File: src/rtl/decode_bundle_packer.sv
// rtl/decode_bundle_packer.sv - compacts decoded micro-ops of a fetch bundle into contiguous low slots
// Optional second micro-op per instruction enabled by `define DECODE_DUAL_UOP_EN.
module decode_bundle_packer #(
    parameter int FETCH_WIDTH = 4,
    parameter int PKT_W       = 64,
    parameter int CNT_W       = 16
) (
    input  logic                               clk,
    input  logic                               reset,
    input  logic                               flush_i,
    input  logic                               in_valid_i,
    output logic                               in_ready_o,
    input  logic [FETCH_WIDTH-1:0]             in_mask_i,
    input  logic [FETCH_WIDTH-1:0]             in_dual_i,
    input  logic [2*FETCH_WIDTH*PKT_W-1:0]     in_pkt_i,
    input  logic                               stall_i,
    output logic                               decodeReady_o,
    output logic [2*FETCH_WIDTH-1:0]           decodedVector_o,
    output logic [2*FETCH_WIDTH*PKT_W-1:0]     decodedPacket_o,
    output logic [$clog2(2*FETCH_WIDTH):0]     uopCount_o,
    output logic [CNT_W-1:0]                   stallCycles_o
);

    localparam int SLOTS = 2 * FETCH_WIDTH;
    localparam int CW    = $clog2(SLOTS) + 1;
`ifdef DECODE_DUAL_UOP_EN
    localparam int SRC_N = SLOTS;
`else
    localparam int SRC_N = FETCH_WIDTH;
`endif

    logic [SRC_N-1:0]       src_valid;
    logic [PKT_W-1:0]       src_pkt [SRC_N];
    logic [SLOTS*PKT_W-1:0] cmp_pkt;
    logic [SLOTS-1:0]       cmp_vec;
    logic [CW-1:0]          cmp_cnt;

    logic                   ready_q;
    logic [SLOTS-1:0]       vec_q;
    logic [SLOTS*PKT_W-1:0] pkt_q;
    logic [CW-1:0]          cnt_q;
    logic [CNT_W-1:0]       stall_q;
    logic                   accept;

    // Without dual uops only even source slots exist; odd packets and dual bits are dropped.
    wire unused_inputs = ^{in_dual_i, in_pkt_i};

    for (genvar s = 0; s < SRC_N; s++) begin : g_src
`ifdef DECODE_DUAL_UOP_EN
        assign src_valid[s] = in_mask_i[s/2] & ((s % 2 == 0) | in_dual_i[s/2]);
        assign src_pkt[s]   = in_pkt_i[s*PKT_W +: PKT_W];
`else
        assign src_valid[s] = in_mask_i[s];
        assign src_pkt[s]   = in_pkt_i[2*s*PKT_W +: PKT_W];
`endif
    end

    // The n-th valid source lands in output slot n, preserving program order.
    always_comb begin
        cmp_pkt = '0;
        cmp_cnt = '0;
        for (int s = 0; s < SRC_N; s++) begin
            if (src_valid[s]) begin
                cmp_pkt[cmp_cnt*PKT_W +: PKT_W] = src_pkt[s];
                cmp_cnt = cmp_cnt + 1'b1;
            end
        end
    end

    always_comb begin
        cmp_vec = '0;
        for (int j = 0; j < SLOTS; j++) begin
            cmp_vec[j] = (j < SRC_N) && (CW'(j) < cmp_cnt);
        end
    end

    assign in_ready_o = ~ready_q | ~stall_i;
    assign accept     = in_valid_i & in_ready_o & ~flush_i;

    always_ff @(posedge clk) begin
        if (reset || flush_i) begin
            ready_q <= 1'b0;
            vec_q   <= '0;
            pkt_q   <= '0;
            cnt_q   <= '0;
        end else if (accept) begin
            ready_q <= (cmp_cnt != '0);
            vec_q   <= cmp_vec;
            pkt_q   <= cmp_pkt;
            cnt_q   <= cmp_cnt;
        end else if (ready_q && !stall_i) begin
            ready_q <= 1'b0;
            vec_q   <= '0;
            cnt_q   <= '0;
        end
    end

    // Flush leaves the counter alone so stall statistics survive mispredicts.
    always_ff @(posedge clk) begin
        if (reset) begin
            stall_q <= '0;
        end else if (ready_q && stall_i && !(&stall_q)) begin
            stall_q <= stall_q + 1'b1;
        end
    end

    assign decodeReady_o   = ready_q;
    assign decodedVector_o = vec_q;
    assign decodedPacket_o = pkt_q;
    assign uopCount_o      = cnt_q;
    assign stallCycles_o   = stall_q;

endmodule
File: config.mk
export PLATFORM = sky130hd
export DESIGN_NAME = decode_bundle_packer
export DESIGN_NICKNAME = d
export VERILOG_FILES = /design/src/rtl/decode_bundle_packer.sv
export SDC_FILE = /design/constraint.sdc
export NUM_CORES = 1
export LEC_CHECK = 0
export BUFFER_PORTS_ARGS = -buffer_cell sky130_fd_sc_hd__buf_4
export CAP_MARGIN = 30
export CORE_AREA = 2 2 416 418
export DETAILED_ROUTE_END_ITERATION = 16
export DIE_AREA = 0 0 418 420
export PLACE_DENSITY_LB_ADDON = 0.2
export SYNTH_ARGS = -nofsm -noshare
export SYNTH_HDL_FRONTEND = slang
export SYNTH_SLANG_ARGS = --single-unit
export TNS_END_PERCENT = 100
File: constraint.sdc
create_clock -name clk -period 6.1 [get_ports clk]
set_input_delay 0.915 -clock clk [delete_from_list [all_inputs] [get_ports clk]]
set_output_delay 0.915 -clock clk [all_outputs]
set_load 0.01 [all_outputs]
==> results of run 1 <==
## logic make-up after synthesis
kind of cell / share of synthesized area [%]
and+or+nand+nor: 17.9
buffers and inverters: 5.44
muxes: 0.179
AOI/OAI and AO/OA: 29.4
adders and majority gates: 0.520
other: 0.0162
xor gates and xnor gates: 0.0379
DFF: 46.5
## through the flow
| step | total power, mW | cell area (um^2) | cells |
|---|---|---|---|
| after floorplan | 4.37 | 23100 | 2682 |
| after global placement | 5.26 | 31500 | 5488 |
| after detailed placement | 5.27 | 31600 | 5495 |
| after CTS | 9.95 | 34100 | 5625 |
| after global routing | 10.1 | 34200 | 5642 |
| final | 9.78 | 34200 | 5652 |
## per-layer routing
| metal | global-route usage (%) | vias to the layer above | wire length, um |
|---|---|---|---|
| li1 | - | 11400 | - |
| met4 | 9.99 | 44 | 9110 |
| met2 | 30.2 | 1123 | 80800 |
| met3 | 5.02 | 301 | 12900 |
| met1 | 22.8 | 13100 | 70000 |
| met5 | 0 | - | 292 |
## critical path, delay by kind of cell
kind	cells	cell delay (ns)
compound gates	1	0.21
fa+ha+maj	2	0.89
buf+inv	6	1.51
simple gates	3	1.39
## where the power goes
part	leakage (nW)	switching (mW)	internal, mW
logic	7.54	1.03	0.492
registers	4.35	0.0616	3.61
clock network	1.23	1.86	2.73
total	13.1	2.96	6.83
## layout make-up
class                           count  area (um^2)  share of cell area, %
Multi-Input combinational cell   1840        11300                   33.1
Antenna cell                       26         65.1                  0.190
Clock inverter                     23          245                  0.717
Sequential cell                   536        10700                   31.4
Tap cell                         2233         2790                   8.16
Clock buffer                      107         2250                   6.58
Inverter                           10         37.5                  0.110
Timing Repair Buffer              877         6770                   19.8
## worst max path at each step
stage | slack, ns | depth (start not counted) | endpoint
2_1_floorplan | 2.19 | 14 | decodedPacket_o[447]$_SDFFE_PP0P_
3_3_place_gp | 1.03 | 11 | decodedPacket_o[97]$_SDFFE_PP0P_
3_5_place_dp | 1.04 | 12 | decodedPacket_o[97]$_SDFFE_PP0P_
4_1_cts | 1.80 | 11 | decodedPacket_o[109]$_SDFFE_PP0P_
5_1_grt | 1.45 | 12 | decodedPacket_o[97]$_SDFFE_PP0P_
6_report | 1.68 | 12 | decodedPacket_o[225]$_SDFFE_PP0P_
## flip-flops by register name, summed over array words and instances (netlist names)
register / cells
decodedPacket_o: 512
decodedVector_o: 4
stallCycles_o: 16
uopCount_o: 4
## layout by cell type, fill, tap and decap left out, types with 3 or more instances in the layout
| cell type | netlist | routed |
|---|---|---|
| dfxtp_1 | 536 | 536 |
| nand3_1 | 198 | 197 |
| clkbuf_16 | 0 | 79 |
| inv_1 | 9 | 9 |
| o21ai_1 | 30 | 30 |
| nand2_1 | 145 | 143 |
| a22o_1 | 191 | 191 |
| bufinv_16 | 0 | 4 |
| diode_2 | 0 | 26 |
| a32oi_1 | 65 | 65 |
| a221oi_1 | 128 | 128 |
| and3_1 | 8 | 7 |
| o21ai_0 | 238 | 238 |
| clkinvlp_4 | 0 | 3 |
| o31ai_1 | 3 | 3 |
| o41ai_1 | 4 | 4 |
| nor2_4 | 0 | 6 |
| inv_6 | 0 | 4 |
| a31oi_1 | 129 | 129 |
| a41oi_1 | 3 | 3 |
| clkbuf_1 | 209 | 11 |
| conb_1 | 1 | 4 |
| buf_12 | 0 | 13 |
| nor2b_1 | 135 | 133 |
| a22oi_1 | 65 | 65 |
| nor2_1 | 272 | 266 |
| and4_1 | 3 | 3 |
| mux2i_1 | 3 | 3 |
| nor3_1 | 73 | 73 |
| nand4_1 | 9 | 9 |
| buf_4 | 5 | 861 |
| a21oi_1 | 18 | 17 |
| ha_1 | 8 | 6 |
| clkbuf_8 | 0 | 17 |
| clkinv_2 | 0 | 10 |
| a211oi_1 | 63 | 63 |
==> metrics, run 1 <==
status=completed; post-cts resize count=0; Fill cells=19000; Worst-Margin Slew=1.11 ns; clk_lat worst skew=roughly 0.7 ns; I/O pins=around 1100; final setup fails=0; Final min period=between 4 and 5 ns; CTS tree=built; VDD IR-drop max=0.187 mV; Max-slew headroom=25.8%; # Post-CTS Setup Buffers=0; total core area=0.171 mm^2; final core occ=roughly a fifth; pre-CTS setup slack=roughly 1.0 ns; Synth Register Bits=approximately 540; Crit Path Category=in2reg; count leader, synth=dfxtp_1; FF-to-FF setup slack=2.58 ns; critical path data required time=approximately 6.7 ns; R2R cell count=5; post-synthesis cell count=2679; critical path's most frequent cell=buf_4; count of cell types in the netlist=63; WHS=~0.46 ns; vias=around 26000; Buffers on Ports=around 800; worst path cell trace=buf_4 -> inv_1 -> ha_1 -> and3_1 -> inv_2 -> ha_4 -> buf_12 -> buf_4 -> buf_4 -> nor2b_1 -> a221oi_1 -> nor2_1; beginning of the worst hold path=decodedPacket_o[92]$_SDFFE_PP0P_; hpwl dp=~120000 um; aggregate global-route resource usage=between 10% and 20%; first-pass GRT wire length=approximately 230000 um; fin. max-slew vios=0; post-synthesis cell area=around 0.023 mm^2; synth warn=0; fraction of layout cells with a size suffix above 1=between 30% and 40%; FMAX=between 200 and 250 MHz; P&R area growth vs syn=48.2%; sequential share of the synthesized area=46.5%; drt drc=0; Routed WL=about 170000 um; CP Launch Type=primary input; final-stage net count=a little under 4000; routability cong.=0.825; CP Max Fanout=34; number of flops mapped to enable cells by yosys=0; H-tree levels=3; Post-synth top cells=dfxtp_1, nor2_1, o21ai_0; clock skew=0.0134 ns; clk root buf=clkbuf_16; Iter 0 DRT Violations=between 2000 and 2500; hold-fix buffers at CTS=0; Hold EP=decodedPacket_o[92]$_SDFFE_PP0P_; total grt overflow=0; clock slew at reported path FFs=about 0.060 ns; clk sinks=approximately 540; Final Hold Vio Count=0; RSZ-0062 raised after global routing=false; Synth top area share=46.5%; vias in the first global route=24900; Area contributors post-synth=dfxtp_1, a22o_1, o21ai_0, a221oi_1, nor2_1; reg2reg start=decodedVector_o[0]$_SDFFE_PP0P_; delay of the slowest critical-path stage=0.71 ns; total of max-cap violations=0; Via density=about 4.6; die height=approximately 420 um; Yosys top cell by area=dfxtp_1; leakage power=about 13 nW; post-synthesis area per instance=approximately 8.6 um^2; CP Capture Type=flip-flop; Core Rows=between 150 and 200; final setup TNS=0 ns; Die X=roughly 420 um; Arr. time, crit path=5.04 ns; antenna violations before repair=55; die area=between 0.15 and 0.2 mm^2; wire length per cell=around 31 um; launch point of the critical path=in_mask_i[0]; hold depth=2; Clock Path Buffers=3; Worst path slowest cell=nor2b_1; final worst slack=approximately 1.7 ns; ANT nets after route=0; largest net degree at the start of global routing=between 100 and 150; most used flip-flop cell after synthesis=dfxtp_1; r2r endpoint=decodedPacket_o[362]$_SDFFE_PP0P_; asr flop ratio synth=0%; pwr/cell area=approximately 290 mW/mm^2; worst min path class=reg2reg; post-route clock period utilization=a little over 70%; Starting Density=13.5%; CTS Buf Count=74; Initial DRT Pass Iterations=6
No activity file was read; power rests on OpenSTA's default activity.
==> run 2: changes to the inputs <==
==> constraint.sdc (replaced) <==
create_clock -name clk -period 3.99 [get_ports clk]
set_input_delay 0.5985 -clock clk [delete_from_list [all_inputs] [get_ports clk]]
set_output_delay 0.5985 -clock clk [all_outputs]
set_load 0.01 [all_outputs]
==> run 2 against run 1 <==
  * Clock skew grew 0.0078 ns
  * Critical path depth shrank 2
  * Clock-buffer cell count shrank 2
  * Critical path type unchanged
  * Highest routed layer unchanged
==> metrics, run 2 (synthesis results as in run 1) <==
status=completed; Via density=around 4.6; Routed WL=roughly 170000 um; pwr/cell area=431 mW/mm^2; clk_lat worst skew=just under 0.7 ns; Clock Path Buffers=3; CP Launch Type=primary input; post-route clock period utilization=between 70% and 80%; leading cell type in the layout, fill and taps excluded=buf_4; clock slew at reported path FFs=0.06 ns; post-cts resize count=0; I/O pins=1067; final setup fails=0; total grt overflow=0; WHS=~0.21 ns; Buffers on Ports=~800; CTS Buf Count=76; final setup TNS=0 ns; CP Capture Type=flip-flop; clk sinks=between 500 and 600; worst min path class=in2reg; most frequent cells in the layout=buf_4, dfxtp_1, nor2_1; Crit Path Category=in2reg; routability cong.=about 0.84; number of flip-flops in the largest register=512; # Post-CTS Setup Buffers=0; leakage power=between 10 and 15 nW; Iter 0 DRT Violations=~2300; critical path data required time=between 4 and 5 ns; die area=around 0.18 mm^2; CP Max Fanout=36; Core Rows=approximately 150; Worst-Margin Slew=around 1.1 ns; final core occ=20.3%; wire length per cell=approximately 30 um; die height=~420 um; FMAX=between 300 and 400 MHz; Final Hold Vio Count=0; Initial DRT Pass Iterations=6; RSZ-0062 raised after global routing=false; Arr. time, crit path=3.59 ns; P&R area growth vs syn=50.5%; Max-slew headroom=roughly 28%; Die X=between 400 and 500 um; placed cells=5540; total core area=roughly 0.17 mm^2; vias=roughly 26000; hold-fix buffers at CTS=0; H-tree levels=3; final-stage net count=roughly 3900; Final min period=3.02 ns; ANT nets after route=0; Post-Layout Cell Count=around 5700; CTS tree=built; total of max-cap violations=0; VDD IR-drop max=~0.29 mV; fin. max-slew vios=0; largest net degree at the start of global routing=approximately 150; fraction of layout cells with a size suffix above 1=between 30% and 40%; Starting Density=13.5%; vias in the first global route=24800; antenna violations before repair=61; Design Power=15.0 mW; first-pass GRT wire length=between 200000 and 250000 um; hpwl dp=122000 um; drt drc=0; clk root buf=clkbuf_16; clock skew=between 0.02 and 0.025 ns; aggregate global-route resource usage=18.6%
run 2: cell types whose count changed in the layout (fill, tap and decap cells not counted), sizes merged:
cell,previous run,this run
buf,877,922
bufinv,4,2
clkbuf,107,105
clkinv,12,17
diode,26,31
inv,14,17
run 2: final timing paths:
kind,from,endpoint,slack [ns],cells after the start
hold / removal,in_pkt_i[156],decodedPacket_o[92]$_SDFFE_PP0P_,0.21,3
setup reg to reg,decodedVector_o[0]$_SDFFE_PP0P_,decodedPacket_o[456]$_SDFFE_PP0P_,1.14,7
setup / recovery,in_mask_i[0],decodedPacket_o[40]$_SDFFE_PP0P_,0.97,10
hold reg to reg,decodedPacket_o[447]$_SDFFE_PP0P_,decodedPacket_o[447]$_SDFFE_PP0P_,0.46,2
run 2: cell type report:
| cell class | count | area [um^2] |
|---|---|---|
| Tap cell | 2233 | 2790 |
| Clock buffer | 105 | 2200 |
| Timing Repair Buffer | 922 | 7310 |
| Fill cell | 19000 | 136000 |
| Antenna cell | 31 | 77.6 |
| Multi-Input combinational cell | 1840 | 11300 |
| Inverter | 10 | 37.5 |
| Clock inverter | 29 | 289 |
| Sequential cell | 536 | 10700 |
run 2: power breakdown:
group          switching (mW)  internal, mW  leakage [nW]  total (mW)
Sequential             0.0937          5.51          4.35        5.61
Combinational            1.58         0.817          7.82        2.40
Clock                    2.95          4.01          1.23        6.96
run 2: metal layers:
layer / vias up / wire [um] / track usage, %
li1: 11500 / - / -
met1: 13200 / 68300 / 22.5
met2: 1163 / 81900 / 30.5
met3: 256 / 13500 / 4.92
met4: 32 / 7800 / 8.96
met5: - / 210 / 0
run 2: worst max-delay path, cell delays in order:
cell,delay [ns]
buf_4,0.15
fa_1,0.55
inv_1,0.09
ha_1,0.26
ha_4,0.32
nor3_1,0.06
and4_1,0.28
nor2_4,0.71
buf_12,0.31
a211oi_1,0.14
run 2: through the flow:
stage / setup WS, ns / area (um^2)
after floorplan: 0.396 / 23100
after global placement: 0.262 / 32100
final: 0.966 / 34800
after CTS: 0.976 / 34700
after global routing: 0.854 / 34700
after detailed placement: 0.229 / 32200
==> run 3: changes to the inputs <==
--- a/config.mk
+++ b/config.mk
@@ -5,11 +5,12 @@
 export SDC_FILE = /design/constraint.sdc
 export NUM_CORES = 1
 export LEC_CHECK = 0
+export ABC_AREA = 1
 export BUFFER_PORTS_ARGS = -buffer_cell sky130_fd_sc_hd__buf_4
 export CAP_MARGIN = 30
-export CORE_AREA = 2 2 416 418
+export CORE_AREA = 2 2 420 422
 export DETAILED_ROUTE_END_ITERATION = 16
-export DIE_AREA = 0 0 418 420
+export DIE_AREA = 0 0 422 424
 export PLACE_DENSITY_LB_ADDON = 0.2
 export SYNTH_ARGS = -nofsm -noshare
 export SYNTH_HDL_FRONTEND = slang
==> constraint.sdc (replaced) <==
create_clock -name clk -period 2.5 [get_ports clk]
set_input_delay 0.375 -clock clk [delete_from_list [all_inputs] [get_ports clk]]
set_output_delay 0.375 -clock clk [all_outputs]
set_load 0.01 [all_outputs]
==> run 3 against run 2 <==
  * Combinational power up 110%
  * Synthesized cell count increased by 54%
  * Critical path type unchanged
  * Register-to-register slack lost 0.84 ns
  * Routed wire length fell by 1.3%
  * Worst hold slack got worse by 0.13 ns
  * Sequential cell count did not move
  * Power rose by 69%
  * Core utilization grew 2.6 points
  * Clock skew is 0.0098 ns higher
  * Die area grew 1.9%
==> metrics, run 3 <==
CP Capture Type=flip-flop; vias in the first global route=30600; leakage power=about 18 nW; combinational power share=20.0%; final-stage net count=around 5500; final setup fails=0; largest net degree at the start of global routing=84; antenna violations before repair=21; Via density=around 4.3; wire length per cell=23.0 um; number of flip-flops in the largest register=slightly above 500; post-synthesis area per instance=~6.4 um^2; pre-CTS setup slack=-0.460 ns; sequential share of the synthesized area=40.4%; clock slew at reported path FFs=approximately 0.06 ns; total core area=0.175 mm^2; die height=about 420 um; Worst-Margin Slew=approximately 0.74 ns; clk sinks=between 500 and 600; count leader, synth=nand2_1; pwr/cell area=roughly 630 mW/mm^2; RSZ-0062 raised after global routing=false; Buffers on Ports=around 800; total of max-cap violations=0; fin. max-slew vios=0; post-synthesis cell count=around 4100; Sw Ratio=between 30% and 40%; fraction of layout cells with a size suffix above 1=around 24%; Area contributors post-synth=dfxtp_1, nand2_1, a21oi_1, nand3_1, o21ai_0; # Post-CTS Setup Buffers=0; Routed WL=roughly 170000 um; Core Rows=154; CTS Buf Count=73; ANT nets after route=0; switching pwr=slightly below 8 mW; first-pass GRT wire length=between 200000 and 250000 um; Clock Path Buffers=3; count of cell types in the netlist=31; Initial DRT Pass Iterations=9; post-route clock period utilization=approximately nine tenths; CP Launch Type=primary input; Arr. time, crit path=2.83 ns; leading cell type in the layout, fill and taps excluded=nand2_1; status=completed; worst min path class=in2reg; clk root buf=clkbuf_16; critical path data required time=about 3.1 ns; number of flops mapped to enable cells by yosys=0; Max-slew headroom=between 50% and 60%; most frequent cells in the layout=nand2_1, buf_4, a21oi_1; Final Instance Area=roughly 0.04 mm^2; vias=approximately 32000; I/O pins=around 1100; FMAX=442 MHz; most used flip-flop cell after synthesis=dfxtp_1; drt drc=0; synth warn=0; total grt overflow=0; Iter 0 DRT Violations=about 2400; Reg power frac=35.7%; aggregate global-route resource usage=18.1%; Final Hold Vio Count=0; internal power=17.3 mW; routability cong.=~0.85; Post-synth top cells=nand2_1, a21oi_1, dfxtp_1; hpwl dp=about 130000 um; die area=around 0.18 mm^2; Synth Register Bits=about 540; final worst slack=around 0.24 ns; post-cts resize count=0; P&R area growth vs syn=51.3%; post-synthesis cell area=0.0266 mm^2; CP Max Fanout=31; final core occ=between 20% and 30%; asr flop ratio synth=0%; H-tree levels=3; placed cell areas=~0.037 mm^2; clock skew=0.0310 ns; Clk network pwr share=44.3%; Final min period=around 2.3 ns; Crit Path Category=in2reg; clk_lat worst skew=~0.67 ns; CTS tree=built; Synth top area share=between 40% and 50%; Die X=422 um; Yosys top cell by area=dfxtp_1; VDD IR-drop max=roughly 0.36 mV; Starting Density=between 10% and 20%
-- run 3: cell count changes in the layout (fill, tap and decap cells not counted), moves of 128 or more --
cell / before / now
inv_1: 9 / 280
a22o_1: 191 / 0
nand2_1: 143 / 981
nor2b_1: 133 / 0
a21oi_1: 17 / 594
nand3_1: 197 / 395
nor2_1: 266 / 477
o21ai_0: 238 / 372
a221oi_1: 128 / 0
-- run 3: final timing paths --
| kind | cells past startpoint | slack [ns] | endpoint | start |
|---|---|---|---|---|
| max reg2reg | 8 | 0.30 | decodedPacket_o[161]$_SDFFE_PP0P_ | decodedVector_o[0]$_SDFFE_PP0P_ |
| min reg2reg | 2 | 0.46 | uopCount_o[1]$_SDFFE_PP0P_ | uopCount_o[1]$_SDFFE_PP0P_ |
| max | 13 | 0.24 | decodedPacket_o[161]$_SDFFE_PP0P_ | in_mask_i[0] |
| min | 3 | 0.08 | decodedPacket_o[0]$_SDFFE_PP0P_ | in_pkt_i[384] |
-- run 3: worst max-delay path, cell delays in order --
cell     delay, ns
buf_4         0.15
fa_2          0.59
inv_2         0.05
ha_4          0.16
ha_4          0.27
nand2_1       0.13
nor2_4        0.21
nand4_4       0.20
buf_12        0.23
nand2_1       0.09
nand3_1       0.17
nand2_1       0.11
inv_1         0.04
-- run 3: through the flow --
step	total power [mW]	hold slack (ns)	TNS [ns]	instances
after CTS	25.7	0.00316	0	7360
final	25.3	0.0774	0	7367
after global routing	26.3	0.0242	0	7365
after detailed placement	14.3	0.455	-120.42	7186
after floorplan	11.3	0.484	0	4134
after global placement	14.3	0.455	-120.99	7186
-- run 3: cell type report --
class	instances	area, um^2
diodes	7	17.5
clock buffers	97	2040
clock inverters	30	439
fillers	19900	135000
inverters	291	1130
multi-input cells	2960	13400
flip-flops and latches	536	10700
well taps	2340	2930
repair buffers	1106	9470
-- run 3: power groups by stage --
| stage | Combinational [mW] | Clock [mW] | Sequential, mW |
|---|---|---|---|
| after floorplan | 2.02 | 0 | 9.23 |
| after global placement | 5.07 | 0 | 9.19 |
| after detailed placement | 5.06 | 0 | 9.19 |
| after CTS | 5.14 | 11.5 | 9.01 |
| after global routing | 5.47 | 11.8 | 9.02 |
| final | 5.06 | 11.2 | 9.01 |
-- run 3: metal layers --
layer / vias up / global-route usage, % / part of all wire [%] / wire length (um)
met1: 15300 / 21.6 / 41 / 69100
met2: 976 / 31.8 / 50 / 84800
met3: 229 / 3.90 / 5.6 / 9460
li1: 15200 / - / - / -
met5: - / 0 / 0.081 / 138
met4: 24 / 6.14 / 3.5 / 5890
-- run 3: cells by family (layout without fill, tap and decap cells) --
logic type,Yosys count,after routing,share of synthesized area [%]
adders and majority gates,9,9,0.452
AOI/OAI and AO/OA,1048,1048,20.1
and+or+nand+nor,1889,1889,29.0
DFF,536,536,40.4
buffers and inverters,638,1524,9.76
other,1,11,0.0141
xor gates and xnor gates,10,10,0.330
-- run 3: repair_timing --
action / in CTS / in global routing
endpoints found under the hold margin: 47 / 0
hold buffers: 47 / 0
setup endpoints to repair: 0 / 0
